--- config.mk ---
export PLATFORM = sky130hd
export DESIGN_NAME = adc_int_to_float_feeder
export DESIGN_NICKNAME = d
export VERILOG_FILES = /design/src/rtl/adc_int_to_float_feeder.sv
export SDC_FILE = /design/constraint.sdc
export NUM_CORES = 1
export LEC_CHECK = 0
export ABC_AREA = 1
export CAP_MARGIN = 20
export CORE_MARGIN = 5
export CORE_UTILIZATION = 48
export DETAILED_ROUTE_END_ITERATION = 8
export PLACE_DENSITY = 0.83
export SETUP_SLACK_MARGIN = 0.4
export SLEW_MARGIN = 5
export SYNTH_ARGS = -nofsm -noshare
export SYNTH_HDL_FRONTEND = slang
export SYNTH_SLANG_ARGS = --single-unit
--- constraint.sdc ---
create_clock -name i_CLK -period 1.3 [get_ports i_CLK]
set_input_delay 0.26 -clock i_CLK [delete_from_list [all_inputs] [get_ports i_CLK]]
set_output_delay 0.26 -clock i_CLK [all_outputs]
set_load 0.1 [all_outputs]
--- src/rtl/adc_int_to_float_feeder.sv ---
// Converts signed ADC samples to IEEE-754 single precision, one sample in flight.
// The normaliser shifts one bit per cycle; the result is held until the consumer takes it.
module adc_int_to_float_feeder #(
  parameter int unsigned DATA_W      = 24,
  parameter int unsigned SCALE_SHIFT = 0
) (
  input  logic              i_CLK,
  input  logic              i_RSTN,
  input  logic [DATA_W-1:0] i_ADC_DATA,
  input  logic              i_ADC_DATA_VALID,
  output logic              o_ADC_DATA_READY,
  output logic [31:0]       o_X_DATA,
  output logic              o_X_DATA_VALID,
  input  logic              i_X_DATA_READY,
  output logic              o_OVERRUN,
  input  logic              i_OVR_CLR
);

  localparam int unsigned CntW = $clog2(DATA_W);
  localparam logic [7:0] ExpBase = 8'(127 + DATA_W - 1 - SCALE_SHIFT);

  localparam logic [1:0] StIdle = 2'd0;
  localparam logic [1:0] StNorm = 2'd1;
  localparam logic [1:0] StOut  = 2'd2;

  logic [1:0]        state_q, state_d;
  logic              ready_q, ready_d;
  logic              valid_q, valid_d;
  logic [31:0]       xdata_q, xdata_d;
  logic              ovr_q, ovr_d;
  logic              sign_q, sign_d;
  logic [DATA_W-1:0] mag_q, mag_d;
  logic [CntW-1:0]   cnt_q, cnt_d;

  logic [DATA_W-1:0] abs_w;
  logic [22:0]       mant_w;
  logic [7:0]        exp_w;

  // Two's-complement negate also maps the most negative code onto 2^(DATA_W-1).
  assign abs_w  = i_ADC_DATA[DATA_W-1] ? (~i_ADC_DATA + DATA_W'(1)) : i_ADC_DATA;
  assign mant_w = 23'(mag_q[DATA_W-2:0]) << (24 - DATA_W);
  assign exp_w  = ExpBase - 8'(cnt_q);

  always_comb begin
    state_d = state_q;
    ready_d = ready_q;
    valid_d = valid_q;
    xdata_d = xdata_q;
    sign_d  = sign_q;
    mag_d   = mag_q;
    cnt_d   = cnt_q;

    unique case (state_q)
      StIdle: begin
        if (i_ADC_DATA_VALID && ready_q) begin
          sign_d  = i_ADC_DATA[DATA_W-1];
          mag_d   = abs_w;
          cnt_d   = '0;
          ready_d = 1'b0;
          state_d = StNorm;
        end else begin
          ready_d = 1'b1;
        end
      end
      StNorm: begin
        if (mag_q == '0) begin
          xdata_d = 32'h0000_0000;
          valid_d = 1'b1;
          state_d = StOut;
        end else if (mag_q[DATA_W-1]) begin
          xdata_d = {sign_q, exp_w, mant_w};
          valid_d = 1'b1;
          state_d = StOut;
        end else begin
          mag_d = mag_q << 1;
          cnt_d = cnt_q + CntW'(1);
        end
      end
      StOut: begin
        if (i_X_DATA_READY) begin
          valid_d = 1'b0;
          ready_d = 1'b1;
          state_d = StIdle;
        end
      end
      default: begin
        state_d = StIdle;
        ready_d = 1'b0;
        valid_d = 1'b0;
      end
    endcase
  end

  // A sample offered while busy wins over a simultaneous clear.
  always_comb begin
    ovr_d = ovr_q;
    if (i_ADC_DATA_VALID && !ready_q) begin
      ovr_d = 1'b1;
    end else if (i_OVR_CLR) begin
      ovr_d = 1'b0;
    end
  end

  always_ff @(posedge i_CLK or negedge i_RSTN) begin
    if (!i_RSTN) begin
      state_q <= StIdle;
      ready_q <= 1'b0;
      valid_q <= 1'b0;
      xdata_q <= 32'h0;
      ovr_q   <= 1'b0;
      sign_q  <= 1'b0;
      mag_q   <= '0;
      cnt_q   <= '0;
    end else begin
      state_q <= state_d;
      ready_q <= ready_d;
      valid_q <= valid_d;
      xdata_q <= xdata_d;
      ovr_q   <= ovr_d;
      sign_q  <= sign_d;
      mag_q   <= mag_d;
      cnt_q   <= cnt_d;
    end
  end

  assign o_ADC_DATA_READY = ready_q;
  assign o_X_DATA         = xdata_q;
  assign o_X_DATA_VALID   = valid_q;
  assign o_OVERRUN        = ovr_q;

endmodule
# Yosys cells after proc, flatten, opt, wreduce, memory -nomap -nowiden
# Cells that the tools add are included.
# Widths: inputs -> output; s select.
totals:
  ff_bits: 67
  in_bits: 29
  out_inout_bits: 35
op_classes:
  n_addsub: 3
  eq_ne: 7
  mux: 25
  bitwise: 3
  n_reduce_logical: 15
op_table:
  columns: ["op", "n"]
  rows:
  - ["$mux 24", 4]
  - ["$mux 32", 2]
  - ["$pmux 24 s2", 1]
  - ["$add 24x1->24 const B", 1]
  - ["$logic_not 24->1", 1]
  - ["$not 24->24", 1]
  - ["$mux 5", 3]
  - ["$pmux 5 s2", 1]
  - ["$reduce_and 3->1", 3]
  - ["$mux 2", 4]
  - ["$ne 2x2->1 const B", 4]
  - ["$sub 8x5->8 const A", 1]
  - ["$mux 1", 7]
  - ["$pmux 1 s3", 2]
  - ["$pmux 2 s3", 1]
  - ["$reduce_and 2->1", 3]
  - ["$reduce_bool 2->1", 3]
  - ["$add 5x1->5 const B", 1]
  - ["$reduce_and 4->1", 1]
  - ["$ne 3x3->1 const B", 1]
  - ["$eq 2x1->1 const B", 1]
  - ["$eq 2x2->1 const B", 1]
  - ["$logic_and 1x1->1", 2]
  - ["$logic_not 2->1", 1]
  - ["other kinds (2)", 3]

# Logic depth before layout (Yosys ltp)
logic_depth:
  ltp_word: 5
  depth_mapped: 11
  mapped_depth_nobuf: 11

# Worst setup path before layout
# No wires, ideal clock.
synth_timing:
  kind: "register to register"
  start: "register ready_q (netlist: o_ADC_DATA_READY)"
  end: "register mag_q[11]"
  arrival_time_ns: 1.759
  required_time_ns: 1.176
  setup_slack_ns: -0.583
  path_stages_with_launch: 7
  path_buffers: 1
  cell_sequence: "dfrtp_1 > inv_1 > nor3_1 > inv_2 > buf_2 > a21oi_1 > a21oi_1"
synth_between:
  elab_chain_cells: 3
synth_rtl:
  columns: ["element", "line", "rtl"]
  rows:
  - ["from (decl)", "27", "logic ready_q, ready_d;"]
  - ["from (signal assigned)", "116", "ready_q <= ready_d;"]
  - ["$logic_and 1x1->1", "55", "if (i_ADC_DATA_VALID && ready_q) begin"]
  - ["$ne 2x2->1 (no source line)", null, null]
  - ["$reduce_and 4->1 (no source line)", null, null]
  - ["to (signal assigned)", "121", "mag_q <= mag_d;"]
  - ["to (decl)", "32", "logic [DATA_W-1:0] mag_q, mag_d;"]
# Every way passes these cells.
# A chain may end at the register's enable or synchronous reset.

# Final worst setup path
layout_timing:
  start: "register mag_q[14]"
  end: "register xdata_q[6] (netlist: o_X_DATA[6])"
layout_between:
  elab_chain_cells: 3
layout_rtl:
  columns: ["element", "line", "rtl"]
  rows:
  - ["$logic_not 24->1 (*)", "66", "if (mag_q == '0) begin"]
  - ["$reduce_bool 2->1 (no source line)", null, null]
  - ["$reduce_and 2->1 (no source line)", null, null]
  - ["to (signal assigned)", "118", "xdata_q <= xdata_d;"]
  - ["to (decl)", "29", "logic [31:0] xdata_q, xdata_d;"]
# Mark *: on every way between the ends. The rest lies on a longest branch, timed or not.

==> metrics.txt <==
setup violators final 75; CORE AREA 7330 um^2; r2r endpoint o_X_DATA[6]; worst path arrival time 2.02 ns; simple-gate portion of the synthesized area 31.5%; GR Overflow Total 0; initial antenna violation count 0; EDFF count, synth 0; Synth Area in Compound Gates 12.5%; critical path required time 1.53 ns; minimum clock period 1.79 ns; Peak Freq 560 MHz; via count 4555; CTS sink count 67; drc violations 0; Die Y 97.2 um; commonest cells after routing, fill and taps aside 121 x nand2_1, 80 x buf_4, 44 x inv_1, 42 x nand3_1, 40 x buf_12; Post-Synth Adder-Cell Area 0.686%; crit path to o_X_DATA[6]; largest family of logic cells by synthesized area simple AND/OR/NAND/NOR gates; first-pass GRT wire length 20500 um; Synthesized Nets 539; insertion delay to the later sink of the worst-skew pair 0.36 ns; Slew HR 64.2%; Synth Instances 508; initial core utilization 49.8%; DRT iter0 DRCs 526; final worst slack -0.487 ns; fin. max-slew vios 0; synth unique cells 28; Tot GR Track Use 26.5%; Mapped Area 3650 um^2; Buffers on Ports 63; Post-synth ARST share 100%; Syn Area/Cell 7.18 um^2; total CTS buffers 9; Critical path origin mag_q[14]; H-Tree Level Count 3; mux cell area share after synthesis 0%; DIE WIDTH 97.2 um; n_diodes 0; HP Class input port to async pin; dpl ws -0.639 ns; leading cell type in the layout, fill and taps excluded nand2_1; register area share after synthesis 45.9%; Final Hold Fails 0; Ports 64; RSZ-0062 raised after global routing true; FP Rows 31; vias per cell 5.89; DIE AREA 9450 um^2; 1st-pass router iterations 6; CTS tree built; overall power 19.7 mW; worst r2r path cells 9; Synth Area in XOR/XNOR 0.240%; kind of critical path register to register; RR Startpoint mag_q[14]; LEAKAGE 3.02 nW; Slew @ Worst Pin 0.532 ns; clock-pin slew on the worst setup and hold paths 0.10 ns; root buf cell clkbuf_8; post-route cell area 6440 um^2; DP Area 5460 um^2; wire length per cell 19.9 um; synth warn 0; Max Cap Viol 0; DRT Wirelength 15400 um; period utilization 137%; Critical Path Sink Type register; fin nets 700; CTS max path bufs 2; ys flop type dfrtp_1; largest net degree at the start of global routing 68; FF+latch count, synth 67; routability cong. 0.974; Routed Antenna Nets 0; status complete, but fails checks; share of layout cells above drive strength 1 44.4%; Final HPWL DP 8240 um; Finished Core Util 87.9%; failing checks negative setup slack; Worst Path Max Fanout 17; Cells after DPL 732; R2R Setup Slk -0.49 ns; Setup crit start kind register; peak supply drop 1.53 mV; Area Growth Syn to Fin 76.5%; Setup Skew 0.0212 ns; vias in the first global route 4292; fin cells 773; Pwr per Cell Area 3050 nW/um^2
[what timing repair did]
item | CTS | global route
endpoints found under the hold margin | 67 | 0
cloned | 2 | 2
resized for setup | 63 | 79
setup endpoints to repair | 101 | 102
pin swaps | 9 | 13
hold buffers | 1 | 0
setup buffers | 8 | 12
[cells by family after synthesis]
| logic type | Yosys count |
|---|---|
| and+or+nand+nor | 274 |
| AOI/OAI and AO/OA | 87 |
| buffers and inverters | 77 |
| DFF | 67 |
| adders and majority gates | 2 |
| xor gates and xnor gates | 1 |
[worst min path at each step]
stage	end	depth (start not counted)	start	slack (ns)
detailed placement	o_X_DATA[6]	2	i_RSTN	0.30
CTS	o_X_DATA[6]	3	i_RSTN	0.48
global route	o_OVERRUN	2	i_OVR_CLR	0.50
global placement	o_X_DATA[6]	2	i_RSTN	0.30
finish	mag_q[0]	3	i_RSTN	0.45
floorplan	cnt_q[0]	0	i_RSTN	-0.04
[layer usage]
layer,track usage [%],part of all wire [%],up-vias
li1,-,-,1961
met4,12.0,5.3,0
met1,29.8,35,2193
met2,47.9,51,321
met3,5.67,8.2,80
met5,0,0,-
[flip-flops by register name, summed over array words and instances (netlist names)]
signal	cells
state_q	2
o_X_DATA	32
mag_q	24
cnt_q	5
o_ADC_DATA_READY	1
o_OVERRUN	1
o_X_DATA_VALID	1
sign_q	1
[where the power goes]
| part | total [mW] | internal, mW | switching (mW) |
|---|---|---|---|
| registers | 4.32 | 3.34 | 0.985 |
| logic | 13.3 | 5.19 | 8.13 |
| clock network | 2.02 | 1.09 | 0.923 |
| total | 19.7 | 9.63 | 10.0 |
[cell type report]
| cell class | instances | area (um^2) |
|---|---|---|
| clock buffer | 9 | 124 |
| clock inverter | 7 | 100 |
| fill | 302 | 888 |
| inverter | 60 | 243 |
| multi-input combinational | 364 | 2080 |
| sequential | 67 | 1810 |
| tap | 99 | 124 |
| timing repair buffer | 167 | 1960 |
[synth_stat cells (2+ instances only)]
cell type | number | area, um^2
nand2_1 | 148 | 556
dfrtp_1 | 67 | 1680
nor2_1 | 63 | 236
inv_1 | 50 | 188
nand3_1 | 45 | 225
o21ai_1 | 32 | 160
a21oi_1 | 25 | 125
o21ai_0 | 18 | 90.1
inv_2 | 9 | 33.8
buf_2 | 8 | 40.0
o22ai_1 | 8 | 50.1
nor3_1 | 5 | 25.0
nand4_1 | 4 | 25.0
buf_4 | 3 | 22.5
buf_6 | 3 | 33.8
clkbuf_1 | 3 | 11.3
ha_1 | 2 | 25.0
nand2_4 | 2 | 22.5
nand3b_1 | 2 | 15.0
nor2_4 | 2 | 22.5
o211ai_1 | 2 | 15.0
[critical path, cell delays in order (launching register included)]
cell	delay, ns
dfrtp_1	0.41
nor2_2	0.15
nand3_2	0.13
nor2_4	0.17
nand3_4	0.13
a21oi_4	0.20
inv_4	0.10
clkbuf_16	0.20
nand2_1	0.09
nand2_1	0.09
[per-stage QoR]
stage / hold WS [ns] / TNS (ns)
after global placement: 0.302 / -19.91
after global routing: 0.496 / -26.25
after floorplan: -0.0356 / -4.68
final: 0.449 / -24.42
after CTS: 0.484 / -16.66
after detailed placement: 0.303 / -25.91
(Power assumes the default switching activity.)
